<file path="config.mk">
export PLATFORM = sky130hd
export DESIGN_NAME = uart_dev
export DESIGN_NICKNAME = d
export VERILOG_FILES = /design/src/rtl/uart_dev_pkg.sv /design/src/rtl/uart_dev_rx.sv /design/src/rtl/uart_dev.sv
export SDC_FILE = /design/constraint.sdc
export NUM_CORES = 1
export LEC_CHECK = 0
export CAP_MARGIN = 10
export CORE_AREA = 2 2 96 135
export DETAILED_ROUTE_END_ITERATION = 16
export DIE_AREA = 0 0 98 137
export GPL_TIMING_DRIVEN = 0
export PLACE_DENSITY_LB_ADDON = 0.05
export SETUP_SLACK_MARGIN = 0.2
export SYNTH_ARGS = -nofsm -noshare
export SYNTH_HDL_FRONTEND = slang
export SYNTH_HIERARCHICAL = 1
export SYNTH_SLANG_ARGS = --single-unit
export TNS_END_PERCENT = 30
</file>
<file path="constraint.sdc">
create_clock -name clk -period 9.2 [get_ports clk]
set_input_delay 2.3 -clock clk [delete_from_list [all_inputs] [get_ports clk]]
set_output_delay 2.3 -clock clk [all_outputs]
set_load 0.02 [all_outputs]
</file>
<file path="src/rtl/uart_dev_pkg.sv">
// uart_dev_pkg: register offsets, STATUS/CTRL bit positions, shared FSM
// state encoding and divisor helpers for the uart_dev peripheral.
package uart_dev_pkg;

  // Byte offsets of the four registers; only Addr[3:2] is decoded
  localparam logic [7:0] OFF_DATA   = 8'h00;
  localparam logic [7:0] OFF_STATUS = 8'h04;
  localparam logic [7:0] OFF_CTRL   = 8'h08;
  localparam logic [7:0] OFF_DIV    = 8'h0C;

  localparam logic [1:0] IDX_DATA   = OFF_DATA[3:2];
  localparam logic [1:0] IDX_STATUS = OFF_STATUS[3:2];
  localparam logic [1:0] IDX_CTRL   = OFF_CTRL[3:2];
  localparam logic [1:0] IDX_DIV    = OFF_DIV[3:2];

  // STATUS bit positions
  localparam int unsigned ST_RX_VALID   = 32'd0;
  localparam int unsigned ST_TX_BUSY    = 32'd1;
  localparam int unsigned ST_RX_OVERRUN = 32'd2;
  localparam int unsigned ST_TX_DONE    = 32'd3;
  localparam int unsigned ST_FRAME_ERR  = 32'd4;

  // CTRL bit positions
  localparam int unsigned CTRL_RX_IRQ_EN = 32'd0;
  localparam int unsigned CTRL_TX_IRQ_EN = 32'd1;
  localparam int unsigned CTRL_LOOPBACK  = 32'd2;

  // Smallest divisor that still gives a non-zero half-bit wait
  localparam logic [15:0] MIN_DIV = 16'd2;

  // Frame phases shared by the transmitter and the receiver
  typedef enum logic [1:0] {
    S_IDLE  = 2'd0,
    S_START = 2'd1,
    S_DATA  = 2'd2,
    S_STOP  = 2'd3
  } uart_state_e;

  typedef uart_state_e tx_state_e;
  typedef uart_state_e rx_state_e;

  // Raise divisor writes below the minimum to the minimum
  function automatic logic [15:0] clamp_div(input logic [15:0] div);
    return (div < MIN_DIV) ? MIN_DIV : div;
  endfunction

endpackage

</file>
<file path="src/rtl/uart_dev_rx.sv">
// uart_dev_rx: 8N1 receiver. Two-flop synchronizer, start-bit glitch
// filter at half a bit, mid-bit sampling LSB first. done_o / ferr_o are
// single-cycle strobes valid in the cycle the stop bit is sampled.
module uart_dev_rx
  import uart_dev_pkg::*;
(
  input  logic        clk,
  input  logic        rst_n,
  input  logic        rxd_i,
  input  logic [15:0] div_i,
  output logic [7:0]  byte_o,
  output logic        done_o,
  output logic        ferr_o
);

  logic        sync1_q, sync2_q;
  rx_state_e   state_q, state_d;
  logic [15:0] cnt_q, cnt_d;
  logic [15:0] div_q, div_d;
  logic [2:0]  bit_q, bit_d;
  logic [7:0]  shift_q, shift_d;
  logic        half_end_s, bit_end_s;

  assign half_end_s = (cnt_q == ((div_q >> 1) - 16'd1));
  assign bit_end_s  = (cnt_q == (div_q - 16'd1));
  assign byte_o     = shift_q;

  // Bring the asynchronous serial line into the clk domain (idle high)
  always_ff @(posedge clk or negedge rst_n) begin
    if (!rst_n) begin
      sync1_q <= 1'b1;
      sync2_q <= 1'b1;
    end else begin
      sync1_q <= rxd_i;
      sync2_q <= sync1_q;
    end
  end

  // Receiver state, baud counter, latched divisor and shift register
  always_ff @(posedge clk or negedge rst_n) begin
    if (!rst_n) begin
      state_q <= S_IDLE;
      cnt_q   <= 16'd0;
      div_q   <= MIN_DIV;
      bit_q   <= 3'd0;
      shift_q <= 8'd0;
    end else begin
      state_q <= state_d;
      cnt_q   <= cnt_d;
      div_q   <= div_d;
      bit_q   <= bit_d;
      shift_q <= shift_d;
    end
  end

  // Next-state logic: detect start, filter glitches, sample bits and stop
  always_comb begin
    state_d = state_q;
    cnt_d   = cnt_q;
    div_d   = div_q;
    bit_d   = bit_q;
    shift_d = shift_q;
    done_o  = 1'b0;
    ferr_o  = 1'b0;
    case (state_q)
      S_IDLE: begin
        if (!sync2_q) begin
          state_d = S_START;
          cnt_d   = 16'd0;
          div_d   = div_i;
        end else begin
          cnt_d   = 16'd0;
        end
      end
      S_START: begin
        if (half_end_s) begin
          cnt_d = 16'd0;
          bit_d = 3'd0;
          if (sync2_q) begin
            state_d = S_IDLE;
          end else begin
            state_d = S_DATA;
          end
        end else begin
          cnt_d = cnt_q + 16'd1;
        end
      end
      S_DATA: begin
        if (bit_end_s) begin
          cnt_d   = 16'd0;
          shift_d = {sync2_q, shift_q[7:1]};
          if (bit_q == 3'd7) begin
            state_d = S_STOP;
          end else begin
            bit_d = bit_q + 3'd1;
          end
        end else begin
          cnt_d = cnt_q + 16'd1;
        end
      end
      S_STOP: begin
        if (bit_end_s) begin
          cnt_d   = 16'd0;
          state_d = S_IDLE;
          if (sync2_q) begin
            done_o = 1'b1;
          end else begin
            ferr_o = 1'b1;
          end
        end else begin
          cnt_d = cnt_q + 16'd1;
        end
      end
      default: begin
        state_d = S_IDLE;
        cnt_d   = 16'd0;
      end
    endcase
  end

endmodule

</file>
<file path="src/rtl/uart_dev.sv">
// uart_dev: SouthBridge Dev1 UART. Register file (DATA/STATUS/CTRL/DIV),
// 8N1 transmitter and level interrupt; the receiver is uart_dev_rx.
// Optional feature macro: UART_DEV_LOOPBACK_EN (CTRL bit2 internal loopback).
module uart_dev
  import uart_dev_pkg::*;
#(
  parameter logic [15:0] DEFAULT_DIV = 16'd434
) (
  input  logic        clk,
  input  logic        sys_rstn,
  input  logic [7:0]  Addr,
  input  logic        WE,
  input  logic [31:0] Din,
  output logic [31:0] Dout,
  output logic        IRQ,
  input  logic        uart_rxd,
  output logic        uart_txd
);

  // Register file state
  logic [7:0]  rx_byte_q, rx_byte_d;
  logic        rx_valid_q, rx_valid_d;
  logic        rx_overrun_q, rx_overrun_d;
  logic        tx_done_q, tx_done_d;
  logic        frame_err_q, frame_err_d;
  logic        rx_irq_en_q, rx_irq_en_d;
  logic        tx_irq_en_q, tx_irq_en_d;
  logic        loopback_q, loopback_d;
  logic [15:0] div_q, div_d;

  // Transmitter state
  tx_state_e   tx_state_q, tx_state_d;
  logic [15:0] tx_cnt_q, tx_cnt_d;
  logic [15:0] tx_div_q, tx_div_d;
  logic [2:0]  tx_bit_q, tx_bit_d;
  logic [7:0]  tx_shift_q, tx_shift_d;
  logic        txd_q, txd_d;

  logic        wr_data_s, wr_status_s, wr_ctrl_s, wr_div_s;
  logic        tx_busy_s, tx_bit_end_s, tx_finish_s;
  logic        rx_line_s, rx_done_s, rx_ferr_s, rx_load_s;
  logic [7:0]  rx_data_s;
  logic        unused_s;

  assign wr_data_s    = WE && (Addr[3:2] == IDX_DATA);
  assign wr_status_s  = WE && (Addr[3:2] == IDX_STATUS);
  assign wr_ctrl_s    = WE && (Addr[3:2] == IDX_CTRL);
  assign wr_div_s     = WE && (Addr[3:2] == IDX_DIV);
  assign unused_s     = ^{Addr[7:4], Addr[1:0], Din[31:16]};

  assign tx_busy_s    = (tx_state_q != S_IDLE);
  assign tx_bit_end_s = (tx_cnt_q == (tx_div_q - 16'd1));

`ifdef UART_DEV_LOOPBACK_EN
  assign rx_line_s = loopback_q ? txd_q : uart_rxd;
  assign uart_txd  = loopback_q ? 1'b1 : txd_q;
`else
  assign rx_line_s = uart_rxd;
  assign uart_txd  = txd_q;
`endif

  uart_dev_rx u_rx (
    .clk    (clk),
    .rst_n  (sys_rstn),
    .rxd_i  (rx_line_s),
    .div_i  (div_q),
    .byte_o (rx_data_s),
    .done_o (rx_done_s),
    .ferr_o (rx_ferr_s)
  );

  // Status bits: write-1-to-clear, with a same-cycle hardware set winning
  assign rx_load_s    = rx_done_s && !rx_valid_q;
  assign rx_valid_d   = rx_load_s | (rx_valid_q & ~(wr_status_s & Din[ST_RX_VALID]));
  assign rx_overrun_d = (rx_done_s & rx_valid_q)
                      | (rx_overrun_q & ~(wr_status_s & Din[ST_RX_OVERRUN]));
  assign tx_done_d    = tx_finish_s | (tx_done_q & ~(wr_status_s & Din[ST_TX_DONE]));
  assign frame_err_d  = rx_ferr_s | (frame_err_q & ~(wr_status_s & Din[ST_FRAME_ERR]));
  assign rx_byte_d    = rx_load_s ? rx_data_s : rx_byte_q;

  assign IRQ = (rx_irq_en_q & rx_valid_q) | (tx_irq_en_q & tx_done_q);

  // CTRL and DIV software writes
  always_comb begin
    rx_irq_en_d = rx_irq_en_q;
    tx_irq_en_d = tx_irq_en_q;
    loopback_d  = loopback_q;
    div_d       = div_q;
    if (wr_ctrl_s) begin
      rx_irq_en_d = Din[CTRL_RX_IRQ_EN];
      tx_irq_en_d = Din[CTRL_TX_IRQ_EN];
`ifdef UART_DEV_LOOPBACK_EN
      loopback_d  = Din[CTRL_LOOPBACK];
`endif
    end else begin
      rx_irq_en_d = rx_irq_en_q;
    end
    if (wr_div_s) begin
      div_d = clamp_div(Din[15:0]);
    end else begin
      div_d = div_q;
    end
  end

  // Register file flops
  always_ff @(posedge clk or negedge sys_rstn) begin
    if (!sys_rstn) begin
      rx_byte_q    <= 8'd0;
      rx_valid_q   <= 1'b0;
      rx_overrun_q <= 1'b0;
      tx_done_q    <= 1'b0;
      frame_err_q  <= 1'b0;
      rx_irq_en_q  <= 1'b0;
      tx_irq_en_q  <= 1'b0;
      loopback_q   <= 1'b0;
      div_q        <= DEFAULT_DIV;
    end else begin
      rx_byte_q    <= rx_byte_d;
      rx_valid_q   <= rx_valid_d;
      rx_overrun_q <= rx_overrun_d;
      tx_done_q    <= tx_done_d;
      frame_err_q  <= frame_err_d;
      rx_irq_en_q  <= rx_irq_en_d;
      tx_irq_en_q  <= tx_irq_en_d;
      loopback_q   <= loopback_d;
      div_q        <= div_d;
    end
  end

  // Transmitter next state; a DATA write landing as the stop bit ends starts
  // the next frame back to back
  always_comb begin
    tx_state_d  = tx_state_q;
    tx_cnt_d    = tx_cnt_q;
    tx_div_d    = tx_div_q;
    tx_bit_d    = tx_bit_q;
    tx_shift_d  = tx_shift_q;
    txd_d       = txd_q;
    tx_finish_s = 1'b0;
    case (tx_state_q)
      S_IDLE: begin
        if (wr_data_s) begin
          tx_state_d = S_START;
          tx_cnt_d   = 16'd0;
          tx_div_d   = div_q;
          tx_shift_d = Din[7:0];
          txd_d      = 1'b0;
        end else begin
          txd_d      = 1'b1;
        end
      end
      S_START: begin
        if (tx_bit_end_s) begin
          tx_state_d = S_DATA;
          tx_cnt_d   = 16'd0;
          tx_bit_d   = 3'd0;
          txd_d      = tx_shift_q[0];
        end else begin
          tx_cnt_d   = tx_cnt_q + 16'd1;
        end
      end
      S_DATA: begin
        if (tx_bit_end_s) begin
          tx_cnt_d   = 16'd0;
          tx_shift_d = {1'b0, tx_shift_q[7:1]};
          if (tx_bit_q == 3'd7) begin
            tx_state_d = S_STOP;
            txd_d      = 1'b1;
          end else begin
            tx_bit_d   = tx_bit_q + 3'd1;
            txd_d      = tx_shift_q[1];
          end
        end else begin
          tx_cnt_d   = tx_cnt_q + 16'd1;
        end
      end
      S_STOP: begin
        if (tx_bit_end_s) begin
          tx_finish_s = 1'b1;
          tx_cnt_d    = 16'd0;
          if (wr_data_s) begin
            tx_state_d = S_START;
            tx_div_d   = div_q;
            tx_shift_d = Din[7:0];
            txd_d      = 1'b0;
          end else begin
            tx_state_d = S_IDLE;
            txd_d      = 1'b1;
          end
        end else begin
          tx_cnt_d    = tx_cnt_q + 16'd1;
        end
      end
      default: begin
        tx_state_d = S_IDLE;
        tx_cnt_d   = 16'd0;
        txd_d      = 1'b1;
      end
    endcase
  end

  // Transmitter flops; the serial output is registered and idles high
  always_ff @(posedge clk or negedge sys_rstn) begin
    if (!sys_rstn) begin
      tx_state_q <= S_IDLE;
      tx_cnt_q   <= 16'd0;
      tx_div_q   <= MIN_DIV;
      tx_bit_q   <= 3'd0;
      tx_shift_q <= 8'd0;
      txd_q      <= 1'b1;
    end else begin
      tx_state_q <= tx_state_d;
      tx_cnt_q   <= tx_cnt_d;
      tx_div_q   <= tx_div_d;
      tx_bit_q   <= tx_bit_d;
      tx_shift_q <= tx_shift_d;
      txd_q      <= txd_d;
    end
  end

  // Read mux: combinational from Addr[3:2] and register state
  always_comb begin
    Dout = 32'd0;
    case (Addr[3:2])
      IDX_DATA:   Dout = {24'd0, rx_byte_q};
      IDX_STATUS: Dout = {27'd0, frame_err_q, tx_done_q, rx_overrun_q,
                          tx_busy_s, rx_valid_q};
      IDX_CTRL:   Dout = {29'd0, loopback_q, tx_irq_en_q, rx_irq_en_q};
      IDX_DIV:    Dout = {16'd0, div_q};
      default:    Dout = 32'd0;
    endcase
  end

endmodule

</file>
After elaboration in Yosys (flattened, before gate mapping)
Cells that the tools add are included.

cells by class
  equal/unequal tests = 26
  muxes and demuxes = 51
  bitwise gates (word level) = 21
  reduce and logical (&&, ||, !) cells = 25
  add/subtract/negate cells = 7
  $lt $le $gt $ge = 1

operators with widths
  cell                                                                            number
  32-bit case mux with 4 select lines                                             1
  16-bit two-way mux                                                              7
  16-bit case mux with 2 select lines                                             2
  16-bit == test                                                                  3
  16-bit case mux with 3 select lines                                             1
  16-bit by 1-bit adder with 16-bit output (second input constant)                2
  16-bit by 1-bit subtractor with 16-bit output (second input constant)           2
  8-bit two-way mux                                                               3
  8-bit case mux with 3 select lines                                              1
  2-bit two-way mux                                                               11
  3-bit two-way mux                                                               6
  16-bit by 2-bit less-than comparator with 1-bit output (second input constant)  1
  2-bit inequality test (second input constant)                                   8
  2-bit case mux with 4 select lines                                              2
  15-bit by 1-bit subtractor with 16-bit output (second input constant)           1
  1-bit two-way mux                                                               14
  2-bit == test (second input constant)                                           6
  3-bit case mux with 2 select lines                                              2
  1-bit bitwise AND                                                               11
  5-bit AND reduction                                                             2
  2-bit by 1-bit inequality test with 1-bit output (second input constant)        4
  4-bit AND reduction                                                             2
  2-bit nonzero test                                                              4
  3-bit by 1-bit adder with 3-bit output (second input constant)                  2
  13 further kinds                                                                33

word-level totals
  logic and storage cells = 152
  bits in registers = 123
  output and inout port bits = 34
  input port bits = 44

Depth between registers and ports, before layout
  word-level depth = 6
  mapped depth = 12
  depth with buffers taken out = 11

Hierarchy
The synthesis kept the hierarchy.

by module, submodules not included
  module       cells an instance  area each (µm²)  instances
  uart_dev     410                4419.2           1
  uart_dev_rx  304                3057.9           1

Least setup slack after synthesis
OpenSTA, ideal clock, no wires.

  path type = input to output
  from = input port Addr[2]
  to = output port Dout[2]
  buffers on the path = 2
  stages = 5
  data arrival time = 3.267 ns
  data required time = 6.900 ns
  setup slack = 3.633 ns
  cell sequence = clkbuf_1 > and2_1 > clkbuf_1 > nand2_1 > o21ai_0

on the way
  word-level cells in the longest chain between the ends = 2
  elaborated cells on any way between the ends = 5
  classes of those cells = eq/ne: 3; mux: 1; reduce/logical: 1

RTL lines
  item                                         line             text
  start: declaration                           uart_dev.sv:11   input logic [7:0] Addr,
  2-bit == test, or another cell as far along  uart_dev.sv:224  case (Addr[3:2])
  32-bit case mux with 4 select lines *        uart_dev.sv:224
  end: declaration                             uart_dev.sv:14   output logic [31:0] Dout,

Every way passes the cells marked *; elsewhere a longest branch is shown, timed or not. The select of a mux whose other input is x is not followed.

Final worst setup path
  from = input port Addr[3]
  to = output port Dout[3]

Same word-level chain as after synthesis.

==> summary.txt <==
Outcome: complete, no violations
P&R area growth vs syn: 17.4%
Max-slew violation count: 0
Total CTS buffers: 17
Global-route wire length before repair: 28800 um
FF-to-FF path depth: 12
RD Place Congestion: 0.868
Final setup viols: 0
Initial antenna violation count: 0
Slowest Stage Delay on Critical Path: 0.67 ns
Fin crit share: 69.4%
Compound-cell area share of the yosys netlist: 9.07%
# resized after CTS: 0
I/O pin count: 78
R2r setup slk: 4.97 ns
Multi-input gate area: 4090 um2
Clk network pwr share: 35.0%
Largest net degree at the start of global routing: 69
Worst setup path startpoint: Addr[3]
Peak VDD IR: 150 uV
Worst skew pair latency: 0.41 ns
Vias in the first global route: 5793
Final Skew: 0.00938 ns
Avg Cell Area, Syn: 10.5 um2
Sequential power share: 33.8%
Largest family of logic cells by synthesized area: simple AND/OR/NAND/NOR gates
Die Span X: 98 um
Synthesized area: 7480 um2
Clk slew on worst S/H paths: 0.06 ns
Max Clk Rate: 157 MHz
Synth Area in XOR/XNOR: 9.84%
Avg WL per Cell: 18.2 um
LEAKAGE: 4.01 nW
Worst Setup Slack, final: 2.82 ns
First drt pass iteration count: 4
Unrepaired setup endpoints after global routing: false
Share of layout cells above drive strength 1: 20.8%
Die H: 137 um
FF-to-FF Start: u_rx/div_q[0]$_DFFE_PN0P_
Core area: 12200 um2
GRT overflow: 0
Clock Sinks: 123
Worst setup path category: input pin to output port
Startpoint types: input pin
Final hold viol count: 0
Switching Fraction: 33.3%
Number of antenna diodes: 0
Tightest Pin Transition: 0.900 ns
Seq. cell area: 3090 um2
Port bufs: 37
Combinational fraction of design power: 31.3%
Total Power: 0.00208 W
Design Area, Final: 8780 um2
H-tree depth: 4
Max-Cap Viols: 0
Post-DP Area: 8130 um2
Detailed-route wire length: 17300 um
Synth Warn #: 6
Crit. End Element: output port
Seq cells post-synth: 123
Syn Inst Count: 714
Worst Setup EP: Dout[3]
Crit path DAT: 4.08 ns
Cts hold-fix bufs: 0
Power Density: 237 nW/um2
Internal power: 0.00139 W
HP Class: register to register
Setup_tns: 0 ns
Ys async rst share: 100%
Post-synthesis sequential area ratio: 41.3%
Root Buffer: clkbuf_16
Nets: 845
Net Sw Power: 0.000693 W
CP Cell Sequence: clkbuf_1, and2_1, clkbuf_1, nand2_1, o21ai_0, clkdlybuf4s50_1
Proportion of synthesized area in mux cells: 13.9%
DRC: 0
Synth top area cells: dfrtp_1 38%, mux2_2 9.6%, xnor2_1 5.4%
Worst Path Required: 6.90 ns
All-Layer GR Usage: 27.1%
Synth top area share: 37.8%
Die area: 13400 um2
EDFF count, synth: 0
Count of different cell masters after synthesis: 77
CTS tree: yes
Slew HR: 39.9%
CP Max Fanout: 10
Vias per cell: 5.87
Post-synthesis simple-gate area fraction: 18.5%
Initial core utilization: 61.3%
Pre-CTS setup slack: 2.81 ns
FILL cells: 921
CTS Buffer Depth: 2
Initial drt markers: 229
Min cycle time layout: 6.38 ns
CP max stage cell: clkdlybuf4s50_1
Via Count: 5566
Largest area contributor in the netlist: dfrtp_1
Final hold slack: 0.358 ns
Post-DP HPWL: 12800 um
DRT antenna net count: 0
Post-synthesis adder-cell area fraction: 2.51%
RR Endpoint: rx_byte_q[6]$_DFFE_PN0P_
Number of post-CTS setup repair buffers: 0
Most used flip-flop cell after synthesis: dfrtp_1
Crit path top cell by count: clkbuf_1
Rows: 48
[cell type report]
cell class	count	share of cell area, %
repair buffers	38	4.55
clock buffers	20	5.32
flip-flops and latches	123	35.2
inverters	20	0.855
clock inverters	12	2.10
multi-input cells	538	46.5
plain buffers	48	3.28
well taps	150	2.14
[cell usage in the layout (no fill, tap or decap), drive strengths merged, types with 20 or more instances in the layout]
cell type,instances
nor3,20
xor2,38
clkdlybuf4s50,36
dfrtp,113
inv,22
clkbuf,42
o21ai,22
nor2,39
buf,28
nand2,52
xnor2,46
mux2,74
[worst max-delay path: cells and delay by family]
| family | cells | cell delay, ns |
|---|---|---|
| buffers and inverters | 3 | 1.35 |
| AOI/OAI and AO/OA | 1 | 0.13 |
| and+or+nand+nor | 2 | 0.31 |
[per-layer routing]
metal	track usage, %	routed length, um
met5	0	0
met3	4.55	531
met2	50.6	9490
met1	30.8	6890
met4	10.5	410
[logic make-up (layout without fill, tap and decap cells)]
family,Yosys count,after routing
simple gates,245,245
flops,123,123
other cells,1,16
compound gates,90,90
fa+ha+maj,15,15
xor+xnor,84,84
mux,88,88
buf+inv,68,138
[power groups by stage]
stage,Combinational (W),Sequential [W],Clock (W)
detailed placement,0.000644,0.000712,0
CTS,0.000650,0.000703,0.000737
global route,0.000717,0.000717,0.000759
finish,0.000651,0.000703,0.000729
global placement,0.000627,0.000707,0
floorplan,0.000497,0.000687,0
[state kept, by name, indices dropped and copies added, names as in the netlist, 2 cells and up, named ones only]
| signal | count |
|---|---|
| tx_bit_q | 3 |
| u_rx/byte_o | 8 |
| div_q | 16 |
| tx_shift_q | 8 |
| u_rx/bit_q | 3 |
| rx_byte_q | 8 |
| tx_div_q | 16 |
| u_rx/div_q | 16 |
| tx_state_q | 2 |
| tx_cnt_q | 16 |
| u_rx/cnt_q | 16 |
[synthesized netlist by cell type (all sizes together) (7+ instances only)]
master	instances
dfrtp	113
mux2	74
nand2	52
xnor2	46
nor2	39
xor2	38
buf	26
clkbuf	22
o21ai	22
inv	20
nor3	20
and3	18
and2	17
nand3	17
ha	15
nor4	13
mux2i	12
nand4	11
dfstp	10
nor2b	10
a22o	9
a21oi	8
or3	8
a211oi	7
or4	7
[through the flow]
| stage | utilization [%] | std cells |
|---|---|---|
| 6_report | 72.0 | 949 |
| 4_1_cts | 72.0 | 949 |
| 5_1_grt | 72.0 | 949 |
| 3_3_place_gp | 66.4 | 916 |
| 2_1_floorplan | - | 729 |
| 3_5_place_dp | 66.6 | 917 |
[worst min path at each step]
stage,endpoint,from,depth (start not counted)
global route,u_rx/sync2_q$_DFF_PN1_,u_rx/sync1_q$_DFF_PN1_,0
finish,u_rx/sync2_q$_DFF_PN1_,u_rx/sync1_q$_DFF_PN1_,0
global placement,u_rx/sync2_q$_DFF_PN1_,u_rx/sync1_q$_DFF_PN1_,0
CTS,u_rx/sync2_q$_DFF_PN1_,u_rx/sync1_q$_DFF_PN1_,0
detailed placement,u_rx/sync2_q$_DFF_PN1_,u_rx/sync1_q$_DFF_PN1_,0
floorplan,u_rx/sync2_q$_DFF_PN1_,u_rx/sync1_q$_DFF_PN1_,0
Note: power is estimated with default switching activity, not from simulation.
